**config.mk**
```make
export PLATFORM = sky130hd
export DESIGN_NAME = data_rr_arbiter
export DESIGN_NICKNAME = d
export VERILOG_FILES = /design/src/rtl/data_rr_arbiter.sv
export SDC_FILE = /design/constraint.sdc
export NUM_CORES = 1
export LEC_CHECK = 0
export BUFFER_PORTS_ARGS = -buffer_cell sky130_fd_sc_hd__clkbuf_2
export CORE_MARGIN = 2
export CORE_UTILIZATION = 46
export CTS_CLUSTER_DIAMETER = 50
export DETAILED_ROUTE_END_ITERATION = 8
export GPL_TIMING_DRIVEN = 0
export HOLD_SLACK_MARGIN = 0.06
export MAX_ROUTING_LAYER = met4
export PLACE_DENSITY = 0.87
export SYNTH_ARGS = -nofsm -noshare
export SYNTH_HDL_FRONTEND = slang
export SYNTH_SLANG_ARGS = --single-unit
```
**constraint.sdc**
```tcl
create_clock -name clk_i -period 2.73 [get_ports clk_i]
set_input_delay 0 -clock clk_i [delete_from_list [all_inputs] [get_ports clk_i]]
set_output_delay 0 -clock clk_i [all_outputs]
set_load 0.005 [all_outputs]
```
**src/rtl/data_rr_arbiter.sv**
```systemverilog
// Round-robin burst arbiter sharing one registered valid/ready output channel.
// Optional stall watchdog: define ARB_WATCHDOG_EN.
module data_rr_arbiter #(
  parameter int unsigned WIDTH    = 32,
  parameter int unsigned NR_PORTS = 4,
  parameter int unsigned TIMEOUT  = 255
) (
  input  logic                      clk_i,
  input  logic                      rst_ni,
  input  logic [NR_PORTS-1:0]       req_valid_i,
  input  logic [NR_PORTS*WIDTH-1:0] req_data_i,
  input  logic [NR_PORTS-1:0]       req_last_i,
  output logic [NR_PORTS-1:0]       req_ready_o,
  output logic [WIDTH-1:0]          data_o,
  output logic                      valid_o,
  output logic                      last_o,
  input  logic                      ready_i,
  output logic [NR_PORTS-1:0]       grant_o,
  output logic                      busy_o,
  output logic                      error_o
);

  localparam int unsigned PW = $clog2(NR_PORTS);

  typedef enum logic {
    IDLE,
    LOCKED
  } state_e;

  state_e              state_q, state_d;
  logic [PW-1:0]       ptr_q, ptr_d;
  logic [PW-1:0]       own_q, own_d;
  logic [NR_PORTS-1:0] grant_q, grant_d;
  logic [WIDTH-1:0]    data_q, data_d;
  logic                valid_q, valid_d;
  logic                last_q, last_d;
  logic                err_q, err_d;

  logic             free;
  logic             acc;
  logic             own_last;
  logic [WIDTH-1:0] own_data;
  logic [PW-1:0]    own_nxt;
  logic [PW-1:0]    win;
  logic             found;
  logic             wd_fire;

  assign free        = !valid_q || ready_i;
  assign req_ready_o = free ? grant_q : '0;
  assign acc         = |(req_valid_i & req_ready_o);
  assign own_last    = req_last_i[own_q];
  assign own_data    = req_data_i[own_q*WIDTH +: WIDTH];
  assign own_nxt     = (own_q == PW'(NR_PORTS-1))
                     ? '0 : own_q + 1'b1;

  // first valid port at or after ptr_q, wrapping
  always_comb begin : scan
    int unsigned idx;
    found = 1'b0;
    win   = '0;
    idx   = 0;
    for (int unsigned i = 0; i < NR_PORTS; i++) begin
      idx = 32'(ptr_q) + i;
      if (idx >= NR_PORTS) idx = idx - NR_PORTS;
      if (!found && req_valid_i[idx]) begin
        found = 1'b1;
        win   = PW'(idx);
      end
    end
  end

`ifdef ARB_WATCHDOG_EN
  localparam int unsigned CR = $clog2(TIMEOUT+1);
  localparam int unsigned CW = (CR < 8) ? 8 :
                               (CR > 16) ? 16 : CR;

  logic [CW-1:0] cnt_q, cnt_d;
  logic          own_valid;

  assign own_valid = req_valid_i[own_q];

  always_comb begin
    cnt_d   = cnt_q;
    wd_fire = 1'b0;
    if (state_q != LOCKED || acc) begin
      cnt_d = '0;
    end else if (!own_valid) begin
      cnt_d   = cnt_q + 1'b1;
      wd_fire = (cnt_d == CW'(TIMEOUT));
      if (wd_fire) cnt_d = '0;
    end
  end

  always_ff @(posedge clk_i or negedge rst_ni) begin
    if (!rst_ni) cnt_q <= '0;
    else         cnt_q <= cnt_d;
  end

  assign error_o = err_q;
`else
  assign wd_fire = 1'b0;
  assign error_o = 1'b0;
`endif

  always_comb begin
    state_d = state_q;
    ptr_d   = ptr_q;
    own_d   = own_q;
    grant_d = grant_q;
    data_d  = data_q;
    last_d  = last_q;
    valid_d = valid_q;
    err_d   = 1'b0;
    if (acc) begin
      data_d  = own_data;
      last_d  = own_last;
      valid_d = 1'b1;
    end else if (free) begin
      valid_d = 1'b0;
    end
    unique case (state_q)
      IDLE: begin
        if (found) begin
          state_d      = LOCKED;
          own_d        = win;
          grant_d      = '0;
          grant_d[win] = 1'b1;
        end
      end
      LOCKED: begin
        if ((acc && own_last) || wd_fire) begin
          state_d = IDLE;
          ptr_d   = own_nxt;
          grant_d = '0;
          err_d   = wd_fire;
        end
      end
    endcase
  end

  always_ff @(posedge clk_i or negedge rst_ni) begin
    if (!rst_ni) begin
      state_q <= IDLE;
      ptr_q   <= '0;
      own_q   <= '0;
      grant_q <= '0;
      data_q  <= '0;
      last_q  <= 1'b0;
      valid_q <= 1'b0;
      err_q   <= 1'b0;
    end else begin
      state_q <= state_d;
      ptr_q   <= ptr_d;
      own_q   <= own_d;
      grant_q <= grant_d;
      data_q  <= data_d;
      last_q  <= last_d;
      valid_q <= valid_d;
      err_q   <= err_d;
    end
  end

  assign data_o  = data_q;
  assign valid_o = valid_q;
  assign last_o  = last_q;
  assign grant_o = grant_q;
  assign busy_o  = (state_q == LOCKED);

endmodule
```
==> results.txt <==
----------------------------------------------------
[Power and ir drop]
  Maximum ir drop on the vdd rail ... 0.000515 V
  Power per Cell Area ... 980 mW/mm^2
  Standby leakage power ... 1.95 nW
  Total power ... 3.78 mW

[Worst setup path]
  Critical path data arrival time ... 2.19 ns
  Delay of the slowest cell on the worst path ... 0.60 ns
  Reg2reg start ... grant_o[1]
  Number of buffers and inverters on the critical path ... 2
  Critical path launch point type ... register
  Kind of critical path ... register to register
  CP top delay family ... buffers and inverters
  Endpoint class of the critical path ... register
  Crit Reg-Reg Endpoint ... valid_o
  Data required time at the worst endpoint ... 2.90 ns
  Slowest cell on the critical path ... dlygate4sd3_1
  Slack of the worst reg-to-reg path ... 0.71 ns
  Crit path top cell by count ... dlygate4sd3_1
  Cell chain of the critical path ... a22oi_1 > dlygate4sd3_1 > nand3_1 > dlygate4sd3_1
  Depth of the worst register-to-register path ... 4
  Maximum fanout encountered on the critical timing path ... 4

[Yosys]
  Top_reg_cell synth ... dfrtp_1
  Synthesized netlist cell count ... 172
  Leading post-synthesis cells by cell area ... dfrtp_1, mux4_2, mux2_4, mux4_1, mux2_2
  Biggest area consumer among synthesized cells ... dfrtp_1
  Synth Register Bits ... 43
  Synth Net Count ... 312
  Mapped cell area ... 0.00274 sq mm
  Leading post-synthesis cells by instance count ... dfrtp_1, mux2_4, mux4_2
  Fraction of registers with async set or reset after synthesis ... 100%
  Synth cell types ... 35
  Average size of a mapped cell ... 15.9 sq um
  Library cell with the highest instance count after synthesis ... dfrtp_1
  Warnings, synthesis ... 0
  Count of flip-flops with a built-in enable after synthesis ... 0
  Sequential element share of the synthesized area ... 39.3%
  Fraction of post-synthesis cell area in the top cell type by area ... 39.3%

[Global route]
  First-pass GRT wire length ... 10.6 mm
  Final global-route overflow total ... 0
  Total Routing Usage GR ... 21.9%
  Number of antenna violations at the first check in global routing ... 0
  Maximum number of pins on one net before global-route repair ... 44
  Number of global-route vias before repair ... 2367

[Layout]
  Area used by sequential logic in the layout ... 0.00108 sq mm
  Area growth from synthesis to final layout ... 41.0%
  Share of final-layout standard cells stronger than drive strength 1 ... 71.5%
  Finished Cell Area ... 0.00386 sq mm
  Final layout net count ... 504
  Filler instances ... 472
  Area occupied by multi-input gates ... 0.00153 sq mm
  Final core utilization ... 65.9%
  Count of inserted antenna diode cells ... 0

[Drt]
  Total vias in the final route ... 2306
  Count of routing violations after the opening detailed-route iteration ... 36
  DR WL/cell ... 16.1 um
  Count of unresolved DRC violations after routing ... 0
  Drt total wl ... 7.08 mm
  Number of optimization iterations in the first detailed-route pass ... 4
  Number of vias per cell ... 5.24
  Antenna-violating nets left ... 0

[Timing]
  Worst Tran Pin Value ... 1.05 ns
  Max Clk Rate ... 0.496 GHz
  Max-slew headroom at the worst pin ... 30.1%
  Number of setup violations in the final report ... 0
  Layout Skew ... 0.00492 ns
  Total count of hold-check failures in the final report ... 0
  Final Max Slew Viols ... 0
  Worst Hold Margin ... 0.124 ns
  Clock period minus final worst setup slack ... 2.02 ns
  Setup TNS ... 0 ns
  RSZ-0062 raised after global routing ... false
  Share of the clock period used by the worst path after layout ... 73.9%

[Clocking]
  Reg clk slew, reported paths ... 0.08 ns
  TritonCTS sink count ... 43
  H-tree depth reported by CTS ... 2
  Quantity of gates resized following cts ... 0
  TritonCTS clock tree ... built
  Buffer cell driving the clock tree root ... clkbuf_8
  Number of buffers inserted during clock tree synthesis ... 5
  Clock Path Buffers ... 2
  Later-pin clock latency in the skew report ... 0.28 ns
  Post-CTS Setup Bufs ... 0

[Placed design]
  Cell Area, Placed ... 0.00374 sq mm
  I/O Buffers ... 181
  Placed wire-length estimate ... 5.95 mm
  Placer's final routability congestion estimate ... 0.854

[Worst hold path]
  Type of the tightest min-delay check ... primary input to register
  Worst Hold Launch ... req_last_i[0]
  Worst Hold Depth ... 4
  Destination of the worst hold path ... last_o

[Floorplanning]
  Die Ht ... 81.1 um
  Die ar. ... 0.00658 sq mm
  Effective utilization at floorplan ... 46.8%
  Placeable Area ... 0.00585 sq mm
  I/O pin cnt ... 183
  Number of rows in the core area ... 28
  Horizontal extent of the die ... 81.1 um

[Outcome]
  Result of the run ... finished, final reports clean

[Flow run]
  Total of max-cap violations ... 0

----------------------------------------------------
-- how the worst max path moves through the flow --
stage                     from          to  slack [ns]  cells after the start
floorplan             own_q[1]  data_o[24]        1.17                      4
global placement      own_q[1]  data_o[21]        0.92                      4
detailed placement    own_q[1]  data_o[18]        0.85                      4
CTS                 grant_o[1]     valid_o        0.79                      4
global route        grant_o[1]     valid_o        0.65                      4
finish              grant_o[1]     valid_o        0.71                      4
-- layout make-up --
| class | instances | share of cell area, % |
|---|---|---|
| Buffer | 13 | 3.24 |
| Inverter | 1 | 0.0973 |
| Clock buffer | 7 | 1.98 |
| Clock inverter | 1 | 0.130 |
| Sequential cell | 43 | 27.9 |
| Tap cell | 75 | 2.43 |
| Multi-Input combinational cell | 115 | 39.7 |
| Timing Repair Buffer | 185 | 24.5 |
-- tightest hold or removal path: stages --
cell	delay [ns]
clkbuf_2	0.07
mux2i_1	0.08
nand2b_1	0.08
a31o_2	0.14
-- cells by family after synthesis --
| kind of cell | synth area share (%) |
|---|---|
| multiplexers | 45.8 |
| buffers and inverters | 4.71 |
| other | 0.137 |
| AO/OA/AOI/OAI | 4.34 |
| AND/OR/NAND/NOR | 5.21 |
| adder cells (fa/ha/maj) | 0.457 |
| flip-flops | 39.3 |
-- flip-flops by register name (all words and copies together) (netlist names) --
| name | count |
|---|---|
| busy_o | 1 |
| data_o | 32 |
| grant_o | 4 |
| last_o | 1 |
| own_q | 2 |
| ptr_q | 2 |
| valid_o | 1 |
-- cell usage in the layout (no fill, tap or decap), types with 2 or more instances in the layout --
| cell type | instances |
|---|---|
| clkbuf_2 | 181 |
| dfrtp_1 | 43 |
| mux4_2 | 28 |
| mux2_4 | 28 |
| mux2_2 | 6 |
| nand2b_1 | 5 |
| buf_4 | 5 |
| nand2_1 | 5 |
| clkbuf_8 | 5 |
| and2_1 | 4 |
| a21oi_1 | 4 |
| nor2_1 | 4 |
| mux4_1 | 4 |
| dlygate4sd3_1 | 4 |
| mux2i_1 | 3 |
| nor2b_1 | 3 |
| buf_12 | 3 |
| clkbuf_1 | 3 |
| a22oi_1 | 2 |
| o21ai_0 | 2 |
| nor3_1 | 2 |
| a22o_1 | 2 |
| o2bb2ai_1 | 2 |
| buf_1 | 2 |
-- routing by layer --
metal  GRT usage (%)  vias to the layer above  wire [um]
met5               -                        -          0
met4            3.56                        0         38
met3            4.89                        9        493
met2            41.7                      107       3990
met1            23.4                     1130       2560
li1                -                     1060          -
-- timing repair --
action / CTS / global route
hold endpoints to repair: 44 / 0
hold buffers: 4 / 0
endpoints found under the setup margin: 0 / 0
-- metrics by stage --
stage                     worst slack (ns)  cells
after floorplan                       1.17    172
after global placement               0.917    428
after detailed placement             0.851    428
after CTS                            0.790    440
after global routing                 0.650    440
final                                0.713    440
-- power by group --
part           total (mW)  switching [mW]  internal (mW)
Sequential           1.16           0.197          0.960
Combinational        2.25           0.852           1.39
Clock               0.376           0.197          0.180
Note: power is estimated with default switching activity, not from simulation.
